==> config.mk <==
export PLATFORM = sky130hd
export DESIGN_NAME = fc_mac_requant
export DESIGN_NICKNAME = d
export VERILOG_FILES = /design/src/rtl/fc_mac_requant.sv
export SDC_FILE = /design/constraint.sdc
export NUM_CORES = 2
export LEC_CHECK = 0
export BUFFER_PORTS_ARGS = -buffer_cell sky130_fd_sc_hd__buf_4
export CAP_MARGIN = 20
export CELL_PAD_IN_SITES_DETAIL_PLACEMENT = 0
export CELL_PAD_IN_SITES_GLOBAL_PLACEMENT = 1
export CORE_AREA = 8 8 329 331
export DETAILED_ROUTE_END_ITERATION = 16
export DIE_AREA = 0 0 337 339
export GPL_TIMING_DRIVEN = 0
export PLACE_DENSITY_LB_ADDON = 0.1
export SETUP_SLACK_MARGIN = 0.5
export SKIP_LAST_GASP = 1
export SLEW_MARGIN = 0
export SYNTH_ARGS = -nofsm -noshare
export SYNTH_HDL_FRONTEND = slang
export SYNTH_SLANG_ARGS = --single-unit
==> constraint.sdc <==
create_clock -name i_clk -period 23.9 [get_ports i_clk]
set_input_delay 2.39 -clock i_clk [delete_from_list [all_inputs] [get_ports i_clk]]
set_output_delay 2.39 -clock i_clk [all_outputs]
set_load 0.01 [all_outputs]
==> src/rtl/fc_mac_requant.sv <==
// fc_mac_requant: streaming int8 dot-product neuron with bias, optional ReLU and fixed-point requantization.
// Define FC_REQUANT_SATURATE_EN to clamp the output to int8; otherwise the output is truncated to 8 bits.
module fc_mac_requant #(
    parameter int ACC_W = 32,
    parameter int CNT_W = 10
) (
    input  logic                    i_clk,
    input  logic                    i_rst,
    input  logic                    i_valid,
    output logic                    o_in_ready,
    input  logic signed [7:0]       i_act,
    input  logic signed [7:0]       i_wgt,
    input  logic                    i_last,
    input  logic signed [7:0]       i_input_zp,
    input  logic signed [7:0]       i_filter_zp,
    input  logic signed [7:0]       i_output_zp,
    input  logic signed [ACC_W-1:0] i_bias,
    input  logic signed [31:0]      i_quant_mult,
    input  logic signed [31:0]      i_quant_shift,
    input  logic                    i_relu_en,
    output logic                    o_valid,
    input  logic                    i_out_ready,
    output logic signed [7:0]       o_data,
    output logic [CNT_W-1:0]        o_beat_cnt
);
    typedef enum logic [2:0] {S_ACC, S_BIAS, S_MUL, S_SHIFT, S_OUT} state_t;
    state_t                  r_state, w_next;
    logic signed [ACC_W-1:0] r_acc, r_res, w_sum;
    logic signed [63:0]      r_p64, w_p64;
    logic signed [31:0]      w_t, w_prod;
    logic signed [15:0]      w_a16, w_w16, w_y16;
    logic signed [7:0]       r_data, w_q;
    logic [CNT_W-1:0]        r_cnt;
    logic                    r_valid, w_fire;
    assign o_in_ready = (r_state == S_ACC);
    assign o_valid    = r_valid;
    assign o_data     = r_data;
    assign o_beat_cnt = r_cnt;
    assign w_fire  = i_valid && o_in_ready;
    assign w_a16   = 16'(i_act) - 16'(i_input_zp);
    assign w_w16   = 16'(i_wgt) - 16'(i_filter_zp);
    assign w_prod  = 32'(w_a16) * 32'(w_w16);
    assign w_sum   = r_acc + i_bias;
    // t = 31 - shift; the rounding constant is half an output LSB at that shift
    assign w_t     = 32'sd31 - i_quant_shift;
    assign w_p64   = 64'(r_res) * 64'(i_quant_mult) + (64'sd1 <<< (w_t - 32'sd1));
    assign w_y16   = 16'(r_p64 >>> w_t) + 16'(i_output_zp);
`ifdef FC_REQUANT_SATURATE_EN
    assign w_q = (w_y16 > 16'sd127) ? 8'sd127 : (w_y16 < -16'sd128) ? -8'sd128 : w_y16[7:0];
`else
    assign w_q = 8'(w_y16);
`endif
    always_ff @(posedge i_clk or posedge i_rst) begin
        if (i_rst) r_state <= S_ACC;
        else       r_state <= w_next;
    end
    always_comb begin
        w_next = r_state;
        case (r_state)
            S_ACC:   w_next = (w_fire && i_last) ? S_BIAS : S_ACC;
            S_BIAS:  w_next = S_MUL;
            S_MUL:   w_next = S_SHIFT;
            S_SHIFT: w_next = S_OUT;
            S_OUT:   w_next = i_out_ready ? S_ACC : S_OUT;
            default: w_next = S_ACC;
        endcase
    end
    always_ff @(posedge i_clk or posedge i_rst) begin
        if (i_rst) begin
            r_acc   <= '0;
            r_res   <= '0;
            r_p64   <= '0;
            r_data  <= '0;
            r_valid <= 1'b0;
            r_cnt   <= '0;
        end else begin
            case (r_state)
                S_ACC: if (w_fire) begin
                    r_acc <= r_acc + ACC_W'(w_prod);
                    r_cnt <= r_cnt + CNT_W'(1);
                end
                S_BIAS:  r_res <= (i_relu_en && w_sum < 0) ? '0 : w_sum;
                S_MUL:   r_p64 <= w_p64;
                S_SHIFT: begin
                    r_data  <= w_q;
                    r_valid <= 1'b1;
                end
                S_OUT: if (i_out_ready) begin
                    r_valid <= 1'b0;
                    r_acc   <= '0;
                    r_cnt   <= '0;
                end
                default: ;
            endcase
        end
    end
endmodule

After elaboration in Yosys (flattened, before gate mapping) --
Index checks and enable logic that the tools add are counted.
Storage, ports and cells: RAM bits 0, ROM bits 0, bits in latches 0, output and inout bits 20, memories kept 0, bits in registers 150
Cells by class: $mul 2, order comparisons 1, equal/unequal tests 6, shift-type cells 2, reduce and logical (&&, ||, !) cells 8, mux-type cells 12, add/subtract/negate cells 9, divide/modulo/power cells 0, bitwise logic cells 0
Operator list (number):
- 32-bit 2-to-1 mux | 3
- 64-bit adder | 1
- 32-bit by 32-bit multiplier with 64-bit output | 1
- 32-bit case mux with 2 select lines | 1
- 2-bit by 32-bit <<< shifter with 64-bit output (first input constant) | 1
- 64-bit by 32-bit >>> shifter with 8-bit output | 1
- 32-bit by 18-bit adder with 32-bit output | 1
- 32-bit adder | 1
- 32-bit by 1-bit less-than comparator with 1-bit output (second input constant) | 1
- 32-bit by 2-bit subtractor with 32-bit output (second input constant) | 1
- 6-bit by 32-bit subtractor with 32-bit output (first input constant) | 1
- 10-bit 2-to-1 mux | 2
- 10-bit case mux with 2 select lines | 1
- 9-bit by 9-bit multiplier with 18-bit output | 1
- 8-bit by 8-bit subtractor with 9-bit output | 2
- 3-bit case mux with 5 select lines | 1
- 10-bit by 1-bit adder with 10-bit output (second input constant) | 1
- 8-bit adder | 1
- 3-bit by 2-bit == test with 1-bit output (second input constant) | 2
- 2-bit nonzero test | 2
- 3-bit by 1-bit == test with 1-bit output (second input constant) | 1
- 3-bit == test (second input constant) | 1
- 1-bit logical AND | 3
- 3-bit logical NOT | 1
- 7 further kinds | 8

Longest topological paths before layout --
depth after elaboration 5, depth in mapped cells 44

Worst setup path before layout --
Ideal clock, no wire load.
path kind input to register, start input i_quant_shift[5], end register r_p64[59], library setup time 0.095 ns, path buffers 4, arrival time 12.695 ns, path slack 11.109 ns, stages 42, required time 23.805 ns, cell sequence clkbuf_1 -> inv_1 -> ha_1 -> nor4b_4 -> buf_2 -> o211ai_1 -> nand3_1 -> nand2_2 -> or4_1 -> and3_1 -> or4_4 -> nor4b_4 -> and2b_1 -> and2_1 -> buf_4 -> buf_6 -> nand2_1 -> fa_1 -> (+6 left out) -> fa_1 -> inv_1 -> fa_1 -> inv_1 -> fa_1 -> inv_1 -> ha_1 -> a211o_1 -> a21oi_1 -> o211ai_1 -> nor4_1 -> o31ai_1 -> nor3_1 -> a2111oi_0 -> nor2_1 -> a21oi_1 -> o21a_1 -> o31ai_1
Between the ends: cells in the longest elaborated chain, start to end 4
Ends and longest elaborated chain:
- start, declared | RTL line 19 | input logic signed [31:0] i_quant_shift,
- 6-bit by 32-bit subtractor with 32-bit output | RTL line 45 | assign w_t = 32'sd31 - i_quant_shift;
- 32-bit by 2-bit subtractor with 32-bit output | RTL line 46 | assign w_p64 = 64'(r_res) * 64'(i_quant_mult) + (64'sd1 <<< (w_t - 32'sd1));
- 2-bit by 32-bit <<< shifter with 64-bit output | RTL line 46
- 64-bit adder | RTL line 46
- end signal, assigned | RTL line 83 | S_MUL: r_p64 <= w_p64;
- end, declared | RTL line 29 | logic signed [63:0] r_p64, w_p64;
No other way between the ends. A chain may end at the register's enable or synchronous reset.

Final worst setup path --
start input i_quant_shift[5], end register r_p64[61]
Same word-level chain as after synthesis.

==> out/qor.csv <==
metric;value;unit
status;complete, no violations;
initial antenna violation count;18;
Hold Path Class;reg2reg;
final setup fails;0;
R2R cell count;29;
Fin Setup TNS;0;ns
WP data arrival;16.32;ns
Synth Flop Type;dfrtp_1;
synthesized area per cell;8.95;um^2
vias in the first global route;47900;
Util after Layout;59.1;%
core area;0.103;mm^2
die area;0.114;mm^2
GP Congestion;1.00;
HPWL after DPL;167;mm
final net count;8382;
CTS Hold Buffers Added;0;
Cells after Synth;6371;
highest clock rate;62.8;MHz
adder-cell share of the synthesized area;54.4;%
slowest library cell on the worst path;nor3_1;
post-synthesis sequential area ratio;6.58;%
hold endpoint;o_data[7];
overflow left after global routing;0;
Synth Area in Compound Gates;7.82;%
Max Root-Sink Buffers;2;
largest family of logic cells by synthesized area;adder cells;
DRC;0;
r2r startpoint;r_res[31];
startpoint types;primary input;
DR vias/cell;5.74;
mapped cell area;0.0570;mm^2
synth warn;0;
PostCTS Resize Cnt;0;
number of distinct library cells after synthesis;93;
Post-synth EDFFs;0;
CTS clk-pin slew, worst paths;0.07;ns
WL final;190;mm
Num CTS Buffers;17;
Fill cells;9550;
total track usage;33.8;%
RSZ-0062 raised after global routing;false;
Seq. cell area;0.00375;mm^2
Root Buffer;clkbuf_16;
MaxCap Viol Count;0;
CTS H-tree lvls;4;
Final period util;66.7;%
largest net degree at the start of global routing;80;
per-cell routed wire length;23.8;um
die height;339;um
final antenna-violating net count;0;
Multi-input gate area;0.0467;mm^2
clock latency on the worst-skew pair;0.52;ns
crit path max fanout;10;
Synth Area in XOR/XNOR;2.81;%
R2R Path End;r_p64[61];
Largest stage delay, worst path;0.75;ns
Setup CP Type;in2reg;
HP Start;o_data[7];
I/O pins;162;
Worst Skew;0.0231;ns
total number of vias;45700;
initial core utilization;55.4;%
Area Overhead vs Synth;6.62;%
Async SR Flop Fraction;100;%
slew margin rel.;12.6;%
post-CTS setup buffer count;0;
FF-to-FF setup slack;13.18;ns
first-pass GRT wire length;289;mm
pins over their slew limit;0;
DR pass1 iterations;8;
die width;337;um
mux cell area share after synthesis;2.37;%
endpoints failing hold;0;
register bit total from synthesis;150;
Post-Synth Simple-Gate Area;14.5;%
layout cell share with drive strength beyond 1;4.61;%
Rows;118;
pre-CTS setup slack;7.70;ns
post-route worst setup slack;7.96;ns
Req. time, crit path;24.28;ns
crit path capture type;register;
minimum clock period;15.94;ns
Worst Tran Pin Value;1.31;ns
crit-path most repeated cell;fa_1;
number of port buffers;153;
initial DRC count;3551;
CTS tree;built;
Mapped Nets;8194;
hold path cells;2;
CTS Sinks;150;
[stage by stage]
step / cells / hold slack [ns] / instance area [um^2]
floorplan: 6371 / 0.456 / 57000
global placement: 7904 / 0.471 / 59900
detailed placement: 7914 / 0.479 / 60100
CTS: 7946 / 0.494 / 60700
global route: 7955 / 0.524 / 60800
finish: 7960 / 0.495 / 60800
[cells in the final DEF, fill, tap and decap left out, drive strengths merged, types with 30 or more instances in the layout]
master,instances
clkbuf,291
buf,189
dfrtp,150
nand3,49
nand2b,64
nor2,158
inv,1461
and2,237
a22o,41
nor3,48
a21oi,170
a211oi,30
ha,352
a21o,67
xnor2,117
fa,1329
xor2,66
nand2,1092
mux2,35
mux2i,62
o21ai,179
a31oi,31
[critical path, delay by kind of cell]
family	cells	cell delay (ns)
xor+xnor	1	0.23
buf+inv	10	1.48
fa+ha+maj	10	5.01
compound gates	11	3.20
simple gates	10	3.98
[cells in the mapped netlist (all sizes together) (15+ instances only)]
cell type | instances | area (um^2)
nand2 | 1092 | 4100
o21a | 23 | 173
o31ai | 16 | 120
mux2i | 62 | 621
dfrtp | 150 | 3750
ha | 352 | 4400
a22o | 41 | 359
and2 | 237 | 1480
o211ai | 26 | 195
inv | 1454 | 5460
xor2 | 66 | 578
xnor2 | 117 | 1020
and3 | 25 | 156
a211oi | 30 | 225
nand4 | 25 | 163
buf | 21 | 105
nor3 | 48 | 267
a21oi | 170 | 851
nor2b | 29 | 181
nand2b | 64 | 400
nand3 | 49 | 245
fa | 1329 | 26600
mux2 | 35 | 394
a21o | 67 | 503
a31oi | 31 | 194
nor2 | 158 | 596
mux4 | 15 | 338
o21bai | 19 | 143
clkbuf | 273 | 1020
o21ai | 179 | 896
[worst max path at each step]
stage	from	endpoint	cells after the start
global placement	i_quant_shift[5]	r_p64[61]	42
CTS	i_quant_shift[5]	r_p64[61]	42
finish	i_quant_shift[5]	r_p64[61]	42
floorplan	i_quant_shift[5]	r_p64[59]	42
global route	i_quant_shift[5]	r_p64[59]	42
detailed placement	i_quant_shift[5]	r_p64[61]	42
[area by class of cell]
class                           instances  area share (%)
Tap cell                             1380            2.84
Multi-Input combinational cell       4472            76.8
Antenna cell                            8          0.0329
Timing Repair Buffer                  169            2.30
Buffer                                294            1.86
Sequential cell                       150            6.17
Inverter                             1455            9.00
Clock inverter                         14           0.305
Clock buffer                           18           0.706
[cell families (layout without fill, tap and decap cells)]
family	Yosys count	in the layout
AO/OA/AOI/OAI	690	690
other	0	8
flip-flops	150	150
XOR/XNOR	183	183
buffers and inverters	1749	1950
multiplexers	112	112
AND/OR/NAND/NOR	1806	1806
adder cells (fa/ha/maj)	1681	1681
[flip-flops by register name (all words and copies together), names as in the netlist]
signal      flops
r_p64          64
r_res          32
o_beat_cnt     10
o_valid         1
o_data          8
r_state         3
r_acc          32
[metal layers]
metal,routed length (um),part of all wire [%],GRT usage [%],vias up
li1,-,-,-,19600
met4,9970,5.3,15.1,8
met5,55,0.029,0,-
met3,14500,7.6,6.05,389
met1,76300,40,45.1,23900
met2,88800,47,53.9,1784
Power is not shown: default switching activity piles up to over one toggle a cycle in this logic, so the estimate is an artifact.
